**src/rtl/cpu_defs.sv**
```systemverilog
// Shared definitions for the EXE-stage HI/LO unit.
//   - Bit positions inside the one-hot hi_lo_op request vector.
//   - Controller state encoding.
//   - Divider iteration count and the width of the cycle counters.
package cpu_defs;

  // Bit positions inside hi_lo_op: {MTLO,MTHI,MFLO,MFHI,DIVU,DIV,MULTU,MULT}
  typedef enum int {
    HL_MULT  = 0,
    HL_MULTU = 1,
    HL_DIV   = 2,
    HL_DIVU  = 3,
    HL_MFHI  = 4,
    HL_MFLO  = 5,
    HL_MTHI  = 6,
    HL_MTLO  = 7
  } hi_lo_op_t;

  typedef enum logic [1:0] {
    IDLE = 2'd0,
    MUL  = 2'd1,
    DIV  = 2'd2,
    DONE = 2'd3
  } hi_lo_state_t;

  localparam int DIV_ITERS = 32;
  localparam int CNT_W     = 5;

  // Two's-complement magnitude; 0x8000_0000 maps onto itself, which is the
  // correct unsigned magnitude.
  function automatic logic [31:0] abs32(input logic [31:0] v);
    return v[31] ? 32'(-v) : v;
  endfunction

endpackage

```
**src/rtl/div_iter.sv**
```systemverilog
// One restoring-division step per cycle on a {remainder, quotient} pair.
// Ports:
//   clk, reset   - clock, asynchronous active-high reset
//   load_i       - preload: remainder=0, quotient=dividend, counter=31
//   step_i       - perform one step (MSB first) and decrement the counter
//   dividend_i   - unsigned dividend (magnitude for signed ops)
//   divisor_i    - unsigned divisor (magnitude for signed ops)
//   quo_next_o   - quotient after the step of the current cycle
//   rem_next_o   - remainder after the step of the current cycle
//   last_o       - counter is zero: the current step is the final one
module div_iter
  import cpu_defs::*;
(
  input  logic        clk,
  input  logic        reset,
  input  logic        load_i,
  input  logic        step_i,
  input  logic [31:0] dividend_i,
  input  logic [31:0] divisor_i,
  output logic [31:0] quo_next_o,
  output logic [31:0] rem_next_o,
  output logic        last_o
);

  logic [31:0]      rem_q, quo_q, dvs_q;
  logic [CNT_W-1:0] cnt_q;
  logic [32:0]      shifted;
  logic             fits;

  // The quotient register doubles as the dividend shift register: its MSB
  // moves into the remainder each step and the new quotient bit enters at
  // the LSB.
  always_comb begin
    shifted    = {rem_q, quo_q[31]};
    fits       = (shifted >= {1'b0, dvs_q});
    rem_next_o = fits ? 32'(shifted - {1'b0, dvs_q}) : shifted[31:0];
    quo_next_o = {quo_q[30:0], fits};
  end

  assign last_o = (cnt_q == '0);

  always_ff @(posedge clk or posedge reset) begin
    if (reset) begin
      rem_q <= '0;
      quo_q <= '0;
      dvs_q <= '0;
      cnt_q <= '0;
    end else if (load_i) begin
      rem_q <= '0;
      quo_q <= dividend_i;
      dvs_q <= divisor_i;
      cnt_q <= CNT_W'(DIV_ITERS - 1);
    end else if (step_i) begin
      rem_q <= rem_next_o;
      quo_q <= quo_next_o;
      if (cnt_q != '0) cnt_q <= cnt_q - 1'b1;
    end
  end

endmodule

```
**src/rtl/hi_lo_unit.sv**
```systemverilog
// HI/LO responder for the EXE stage: owns HI and LO, runs a pipelined
// multiplier and a 32-step restoring divider, and reports completion.
// Ports:
//   clk, reset    - clock, asynchronous active-high reset
//   op_valid      - EXE holds a valid HI/LO instruction
//   hi_lo_op      - one-hot {MTLO,MTHI,MFLO,MFHI,DIVU,DIV,MULTU,MULT}
//   src1, src2    - rs / rt operand values
//   op_done       - EXE instruction leaves the stage this cycle
//   wr_disable    - squash: blocks HI/LO writes, aborts a busy operation
//   hi_lo_ready   - request complete, EXE may advance
//   hi_lo_result  - HI for MFHI, LO for MFLO, 0 otherwise
//   busy          - multiply or divide in progress
module hi_lo_unit
  import cpu_defs::*;
#(
  parameter int MUL_CYCLES = 2
) (
  input  logic        clk,
  input  logic        reset,
  input  logic        op_valid,
  input  logic [7:0]  hi_lo_op,
  input  logic [31:0] src1,
  input  logic [31:0] src2,
  input  logic        op_done,
  input  logic        wr_disable,
  output logic        hi_lo_ready,
  output logic [31:0] hi_lo_result,
  output logic        busy
);

  hi_lo_state_t     state_q, state_d;
  logic [31:0]      hi_q, hi_d, lo_q, lo_d;
  logic [CNT_W-1:0] mul_cnt_q;

  logic is_mul, is_div, is_mf, is_mt;
  logic accept_mul, accept_div, mul_final, div_final;

  assign is_mul = hi_lo_op[HL_MULT] | hi_lo_op[HL_MULTU];
  assign is_div = hi_lo_op[HL_DIV]  | hi_lo_op[HL_DIVU];
  assign is_mf  = hi_lo_op[HL_MFHI] | hi_lo_op[HL_MFLO];
  assign is_mt  = hi_lo_op[HL_MTHI] | hi_lo_op[HL_MTLO];

  assign accept_mul = (state_q == IDLE) && op_valid && is_mul && !wr_disable;
  assign accept_div = (state_q == IDLE) && op_valid && is_div && !wr_disable;

  // ---------------------------------------------------------------- multiply
  // Sign-extending both operands to 64 bits lets one 64x64->64 product serve
  // both MULT and MULTU. The product enters the chain on the accept edge and
  // reaches the last stage just before the final MUL edge.
  logic [63:0] mul_ext1, mul_ext2, mul_prod;
  logic [63:0] mul_pipe_q [MUL_CYCLES];

  always_comb begin
    mul_ext1 = {{32{hi_lo_op[HL_MULT] & src1[31]}}, src1};
    mul_ext2 = {{32{hi_lo_op[HL_MULT] & src2[31]}}, src2};
    mul_prod = mul_ext1 * mul_ext2;
  end

  always_ff @(posedge clk or posedge reset) begin
    if (reset) begin
      for (int i = 0; i < MUL_CYCLES; i++) mul_pipe_q[i] <= '0;
    end else begin
      if (accept_mul) mul_pipe_q[0] <= mul_prod;
      for (int i = 1; i < MUL_CYCLES; i++) mul_pipe_q[i] <= mul_pipe_q[i-1];
    end
  end

  always_ff @(posedge clk or posedge reset) begin
    if (reset) begin
      mul_cnt_q <= '0;
    end else if (accept_mul) begin
      mul_cnt_q <= CNT_W'(MUL_CYCLES - 1);
    end else if (state_q == MUL && mul_cnt_q != '0) begin
      mul_cnt_q <= mul_cnt_q - 1'b1;
    end
  end

  assign mul_final = (state_q == MUL) && (mul_cnt_q == '0) && !wr_disable;

  // ------------------------------------------------------------------ divide
  // The core divides magnitudes; sign handling and divide-by-zero are applied
  // on the write-back using flags captured at accept time.
  logic        div_signed;
  logic [31:0] div_quo, div_rem, div_lo, div_hi;
  logic        div_last;
  logic [31:0] dvd_raw_q;
  logic        quo_neg_q, rem_neg_q, div0_q;

  assign div_signed = hi_lo_op[HL_DIV];

  div_iter u_div_iter (
    .clk        (clk),
    .reset      (reset),
    .load_i     (accept_div),
    .step_i     (state_q == DIV),
    .dividend_i (div_signed ? abs32(src1) : src1),
    .divisor_i  (div_signed ? abs32(src2) : src2),
    .quo_next_o (div_quo),
    .rem_next_o (div_rem),
    .last_o     (div_last)
  );

  always_ff @(posedge clk or posedge reset) begin
    if (reset) begin
      dvd_raw_q <= '0;
      quo_neg_q <= 1'b0;
      rem_neg_q <= 1'b0;
      div0_q    <= 1'b0;
    end else if (accept_div) begin
      dvd_raw_q <= src1;
      quo_neg_q <= div_signed & (src1[31] ^ src2[31]);
      rem_neg_q <= div_signed & src1[31];
      div0_q    <= (src2 == '0);
    end
  end

  always_comb begin
    if (div0_q) begin
      div_lo = 32'hFFFF_FFFF;
      div_hi = dvd_raw_q;
    end else begin
      div_lo = quo_neg_q ? 32'(-div_quo) : div_quo;
      div_hi = rem_neg_q ? 32'(-div_rem) : div_rem;
    end
  end

  assign div_final = (state_q == DIV) && div_last && !wr_disable;

  // ------------------------------------------------------------------ HI/LO
  always_comb begin
    hi_d = hi_q;
    lo_d = lo_q;
    if (mul_final) begin
      {hi_d, lo_d} = mul_pipe_q[MUL_CYCLES-1];
    end else if (div_final) begin
      hi_d = div_hi;
      lo_d = div_lo;
    end else if (op_valid && op_done && !wr_disable) begin
      // op_done is a single-cycle pulse, so a stalled MT writes exactly once.
      if (hi_lo_op[HL_MTHI]) hi_d = src1;
      if (hi_lo_op[HL_MTLO]) lo_d = src1;
    end
  end

  always_ff @(posedge clk or posedge reset) begin
    if (reset) begin
      hi_q <= '0;
      lo_q <= '0;
    end else begin
      hi_q <= hi_d;
      lo_q <= lo_d;
    end
  end

  // -------------------------------------------------------------------- FSM
  always_ff @(posedge clk or posedge reset) begin
    if (reset) state_q <= IDLE;
    else       state_q <= state_d;
  end

  always_comb begin
    state_d = state_q;
    unique case (state_q)
      IDLE: begin
        if (accept_mul)      state_d = MUL;
        else if (accept_div) state_d = DIV;
      end
      MUL: begin
        if (wr_disable)             state_d = IDLE;
        else if (mul_cnt_q == '0)   state_d = DONE;
      end
      DIV: begin
        if (wr_disable)    state_d = IDLE;
        else if (div_last) state_d = DONE;
      end
      DONE: begin
        if (op_done || wr_disable) state_d = IDLE;
      end
      default: state_d = IDLE;
    endcase
  end

  always_comb begin
    busy        = (state_q == MUL) || (state_q == DIV);
    hi_lo_ready = !op_valid || is_mf || is_mt || (state_q == DONE);
    if (hi_lo_op[HL_MFHI])      hi_lo_result = hi_q;
    else if (hi_lo_op[HL_MFLO]) hi_lo_result = lo_q;
    else                        hi_lo_result = '0;
  end

  // EXE cannot retire a multiply/divide before ready, so op_done while busy
  // indicates a broken handshake upstream.
  a_no_done_while_busy : assert property (
    @(posedge clk) disable iff (reset) !(op_done && busy)
  );

endmodule

```
**config.mk**
```make
export PLATFORM = sky130hd
export DESIGN_NAME = hi_lo_unit
export DESIGN_NICKNAME = d
export VERILOG_FILES = /design/src/rtl/cpu_defs.sv /design/src/rtl/div_iter.sv /design/src/rtl/hi_lo_unit.sv
export SDC_FILE = /design/constraint.sdc
export NUM_CORES = 2
export LEC_CHECK = 0
export CORE_UTILIZATION = 30
export DETAILED_ROUTE_END_ITERATION = 10
export HOLD_SLACK_MARGIN = 0.12
export MAX_ROUTING_LAYER = met4
export SKIP_LAST_GASP = 1
export SYNTH_ARGS = -nofsm -noshare
export SYNTH_HDL_FRONTEND = slang
export SYNTH_SLANG_ARGS = --single-unit
```
**constraint.sdc**
```tcl
create_clock -name clk -period 10.95 [get_ports clk]
set_clock_uncertainty 0.05 [all_clocks]
set_input_delay 1.6425 -clock clk [delete_from_list [all_inputs] [get_ports clk]]
set_output_delay 1.6425 -clock clk [all_outputs]
set_load 0.1 [all_outputs]
```
# After elaboration in Yosys (flattened, before gate mapping)
# Cells that the tools add are included.
# word_totals
register_bits	335
wordCells	110
# op_classes
n_addsub	7
multipliers	1
order_cmp	1
eq_ne	7
muxes	36
n_bitwise	9
n_reduce_logical	35
# ops
cell	count
$mux W32	23
$neg A32 Y32	4
$mul A33 B33 Y64	1
$ge A33 B32 Y1	1
$logic_not A32 Y1	1
$sub A32 B32 Y32	1
$mux W5	5
$mux W2	7
$logic_and A1 B1 Y1	12
$logic_not A5 Y1	2
$reduce_bool A5 Y1	2
$sub A5 B1 Y5 const B	2
$reduce_bool A3 Y1	3
$pmux W2 S4	1
$ne A3 B3 Y1 const B	2
$reduce_and A2 Y1	3
$reduce_bool A2 Y1	3
$logic_or A1 B1 Y1	5
$and A1 B1 Y1	4
$eq A2 B2 Y1 const B	2
$or A1 B1 Y1	4
$reduce_and A4 Y1	1
$ne A3 B2 Y1 const B	1
$eq A2 B1 Y1 const B	1
other kinds (4)	5

# Logic depth before layout (Yosys ltp)
# logic_depth
ltp_word	7
mapped_depth	33

# Cells and area by module
# From an unflattened synthesis, not the netlist that was laid out.
# unflattened
cells_unflattened	6443
area_unflattened_um2	57188.6
# by_module_without_submodules
module	instances	cells_each	area_per_inst_um2	seq_area_each_um2
hi_lo_unit	1	5643	50283.2	5855.6
div_iter	1	800	6905.4	2527.4

# Least setup slack after synthesis
# Ideal clock, no wire load.
# synth_timing
path_type	input-to-reg
startpoint	input src1[31]
endpoint	register mul_pipe_q[126] (netlist name)
setup_ps	124
arrival_time_ps	9541
t_required_ps	10776
setup_slack_ps	1235
stages	33
path_cell_list	clkbuf_1 -> and2_1 -> clkbuf_1 -> clkbuf_1 -> nand2_1 -> inv_1 -> fa_1 -> inv_1 -> fa_1 -> inv_1 -> fa_1 -> inv_1 -> fa_1 -> inv_1 -> fa_1 -> fa_1 -> fa_1 -> inv_1 -> fa_1 -> inv_1 -> ha_1 -> clkbuf_1 -> a21oi_1 -> inv_1 -> a31o_2 -> a21oi_1 -> a21boi_0 -> o21ai_0 -> nand3_1 -> o21ai_0 -> a221oi_1 -> nor4_1 -> a211o_1
# synth_between
elab_chain_cells	2
# synth_lines
element	line	text
start: declaration	hi_lo_unit.sv:22	input logic [31:0] src1,
$and A1 B1 Y1	hi_lo_unit.sv:54	mul_ext1 = {{32{hi_lo_op[HL_MULT] & src1[31]}}, src1};
$mul A33 B33 Y64 (*)	hi_lo_unit.sv:56	mul_prod = mul_ext1 * mul_ext2;
end: declaration	hi_lo_unit.sv:51	logic [63:0] mul_pipe_q [MUL_CYCLES];
# Mark *: on every way between the ends. The rest lies on a longest branch, timed or not.
# A chain may end at the register's enable or synchronous reset.

# Final worst setup path
# layout_timing
startpoint	input src2[0]
endpoint	register mul_pipe_q[126] (netlist name)
# layout_between
elab_chain_cells	1
# layout_lines
element	line	text
start: declaration	hi_lo_unit.sv:23	input logic [31:0] src2,
$mul A33 B33 Y64	hi_lo_unit.sv:56	
# No other way between the ends.

==> results_tabular.tex <==
\begin{tabular}{lr}
\hline
Metric & Value \\
\hline
\multicolumn{2}{l}{\textbf{Outcome}} \\
Outcome & finished, final reports clean \\
\multicolumn{2}{l}{\textbf{Timing}} \\
Count of final setup violators & 0 \\
Fmax & 0.0972 GHz \\
Final worst path period need & 10.29 ns \\
Sum of negative setup slack & 0 ns \\
Period utilisation layout & 94.0\% \\
Worst Max-Slew Pin Slew & 1.27 ns \\
Slew Limit Fails & 0 \\
Final worst setup slack & 0.659 ns \\
Final hold viol count & 0 \\
Setup repair after global routing missed its margin & false \\
Headroom to the max-slew limit & 14.4\% \\
\multicolumn{2}{l}{\textbf{Yosys}} \\
Number of synthesized register bits & 335 \\
Number of enable flip-flop cells after synthesis & 0 \\
Area of the mapped netlist & 57000 um\^{}2 \\
Dominant register cell in the synthesized netlist & dfrtp\_1 \\
Register area share after synthesis & 14.7\% \\
Number of warnings issued by yosys & 0 \\
Number of nets in the synthesized netlist & 7816 \\
Cells taking the most area after synthesis & fa\_1 (40\%), dfrtp\_1 (15\%), inv\_1 (8.0\%), nand2\_1 (6.8\%), ha\_1 (5.6\%) \\
Async set-reset flop share out of synthesis & 100\% \\
Most numerous cell in the Yosys netlist & inv\_1 \\
Average cell area after synthesis & 8.97 um\^{}2 \\
Number of distinct standard cells referenced by the synthesized netlist & 89 \\
Top cell type by total area after synthesis & fa\_1 \\
Area share of the largest cell type after synthesis & 39.5\% \\
Synthesized netlist cell count & 6356 \\
Commonest cells post-synth & inv\_1 (1222), fa\_1 (1126), nand2\_1 (1028) \\
\multicolumn{2}{l}{\textbf{Place}} \\
Placed wire-length estimate & 155000 um \\
Port Buffer Count & 110 \\
Worst setup timing slack at the placement stage & 0.0886 ns \\
Global placement routability congestion & 0.989 \\
Post-place instance area & 60900 um\^{}2 \\
\multicolumn{2}{l}{\textbf{Drt}} \\
Via density per instance & 5.09 \\
DRC marker count from the first detailed-route iteration & 3721 \\
DRC violations left & 0 \\
Routed via count & 44743 \\
ANT nets after route & 0 \\
Routed WL & 198000 um \\
Avg WL per Cell & 22.5 um \\
Initial DRT Pass Iterations & 7 \\
\multicolumn{2}{l}{\textbf{Worst setup path}} \\
Sort of element at the start of the critical path & input port \\
Arrival time worst endpoint & 10.68 ns \\
Critical path peak fanout & 13 \\
CP Class & input port to register \\
Worst R2R Start & u\_div\_iter.rem\_q[9] \\
Data required time of the critical path & 11.34 ns \\
Setup slack on the worst flop-to-flop path & 4.12 ns \\
Endpoint class of the critical path & register \\
Capture point of the worst reg-to-reg path & hi\_q[16] \\
Number of cells traversed by the worst register-to-register path & 17 \\
\multicolumn{2}{l}{\textbf{Finish}} \\
Post-route design area & 62200 um\^{}2 \\
Final-layout fill cell count & 19435 \\
Share of post-route cells with drive strength above 1 & 5.26\% \\
Count of nets after finishing & 7721 \\
Storage cell area & 8380 um\^{}2 \\
Area occupied by multi-input gates & 42600 um\^{}2 \\
Relative area change from synthesis to final layout & 9.09\% \\
\multicolumn{2}{l}{\textbf{CTS}} \\
Inserted Clock Buffers & 39 \\
CTS tree & done \\
Clock-pin slew on the worst setup and hold paths & 0.06 ns \\
Maximum buffer depth of the clock tree & 3 \\
Post\_cts resized & 0 \\
H-tree level count & 2 \\
Worst skew pair latency & 0.56 ns \\
CTS Root Buffer Type & clkbuf\_16 \\
Clock Sinks & 335 \\
Count of hold-fix buffers inserted at cts & 0 \\
Post-CTS setup buffers & 0 \\
\multicolumn{2}{l}{\textbf{Floorplan}} \\
Initial cell density of the core & 30.3\% \\
Overall die area & 192000 um\^{}2 \\
Die Ht & 438 um \\
Placement Rows & 159 \\
Num ports & 111 \\
Std-Cell Core Area & 188000 um\^{}2 \\
Horizontal die dimension & 438 um \\
\multicolumn{2}{l}{\textbf{Global route}} \\
Pin count of the biggest net entering global routing & 174 \\
First-pass GRT wire length & 301000 um \\
Leftover overflow at the end of global routing & 0 \\
Initial antenna violation count & 18 \\
Via count of the first global-routing pass & 47459 \\
GRT Overall Usage & 21.3\% \\
\multicolumn{2}{l}{\textbf{Min path}} \\
Worst Min Path Start & mul\_pipe\_q[106] \\
Worst hold stages & 0 \\
Worst Hold End & mul\_pipe\_q[42] \\
Worst Hold Class & register to register \\
\multicolumn{2}{l}{\textbf{Run}} \\
Maximum capacitance violations & 0 \\
\hline
\end{tabular}
critical path: stages:
cell	delay (ns)
clkdlybuf4s50_1	0.73
buf_4	0.34
and2_1	0.17
fa_1	0.54
inv_1	0.06
fa_1	0.53
inv_1	0.05
fa_1	0.49
inv_1	0.06
fa_1	0.56
fa_1	0.45
fa_1	0.51
fa_1	0.49
inv_1	0.05
fa_1	0.44
ha_1	0.35
a21o_1	0.17
a21o_1	0.18
a21oi_1	0.19
o221ai_1	0.16
a41oi_1	0.37
o21ai_1	0.39
a211oi_1	0.47
o21ai_0	0.28
a221oi_1	0.63
nor4_1	0.12
a211o_1	0.25
worst max path at each step:
stage                         from              end  slack (ns)
after floorplan           src1[31]  mul_pipe_q[126]        1.23
after global placement     src2[0]  mul_pipe_q[126]        0.20
after detailed placement   src2[0]  mul_pipe_q[126]        0.09
after CTS                  src2[0]  mul_pipe_q[126]        0.68
after global routing       src2[2]  mul_pipe_q[126]        0.24
final                      src2[0]  mul_pipe_q[126]        0.66
layer usage:
metal | track usage [%] | up-vias | part of all wire [%]
li1 | - | 19366 | -
met5 | - | - | 0
met1 | 27.0 | 23286 | 41
met2 | 34.2 | 1721 | 48
met4 | 10.7 | 0 | 5.9
met3 | 1.63 | 370 | 5.8
through the flow:
step                      util (%)  hold WS, ns  std cells
after CTS                     33.0        0.322       8785
after detailed placement      32.3        0.310       8715
after global routing          33.0        0.329       8791
final                         33.0        0.322       8794
after floorplan                  -        0.304       6356
after global placement        32.3        0.308       8715
cell type report:
cell class | instances | area share, %
Antenna cell | 9 | 0.0362
Clock buffer | 56 | 1.82
Clock inverter | 14 | 0.290
Inverter | 1223 | 7.38
Multi-Input combinational cell | 4396 | 68.5
Sequential cell | 335 | 13.5
Tap cell | 2495 | 5.02
Timing Repair Buffer | 266 | 3.49
cell usage in the layout (no fill, tap or decap), types with 32 or more instances in the layout:
| cell type | instances |
|---|---|
| buf_4 | 144 |
| ha_1 | 256 |
| fa_1 | 1126 |
| nand3_1 | 42 |
| and3_1 | 32 |
| a21o_1 | 60 |
| a211oi_1 | 49 |
| nor3_1 | 61 |
| a31oi_1 | 62 |
| nand2_1 | 1027 |
| clkbuf_16 | 39 |
| dfrtp_1 | 334 |
| and2_1 | 388 |
| xnor2_1 | 124 |
| inv_1 | 1221 |
| mux2i_1 | 61 |
| xor2_1 | 63 |
| buf_2 | 50 |
| o211ai_1 | 35 |
| o31ai_1 | 34 |
| nor2_1 | 198 |
| a21oi_1 | 150 |
| clkdlybuf4s50_1 | 60 |
| a22o_1 | 32 |
| o21ai_0 | 229 |
sequential cells by signal, summed over array words and instances, names as in the netlist:
name and cells:
mul_pipe_q 128, dvd_raw_q 32, hi_q 32, lo_q 32, u_div_iter.dvs_q 32, u_div_iter.quo_q 32, u_div_iter.rem_q 32, mul_cnt_q 5
u_div_iter.cnt_q 5, state_q 2, div0_q 1, quo_neg_q 1, rem_neg_q 1
cells by family after synthesis:
group	synth area share (%)
and+or+nand+nor	15.6
buffers and inverters	10.7
adders and majority gates	45.2
AOI/OAI and AO/OA	9.66
DFF	14.7
xor gates and xnor gates	2.87
muxes	1.31
Power is not shown: default switching activity piles up to over one toggle a cycle in this logic, so the estimate is an artifact.
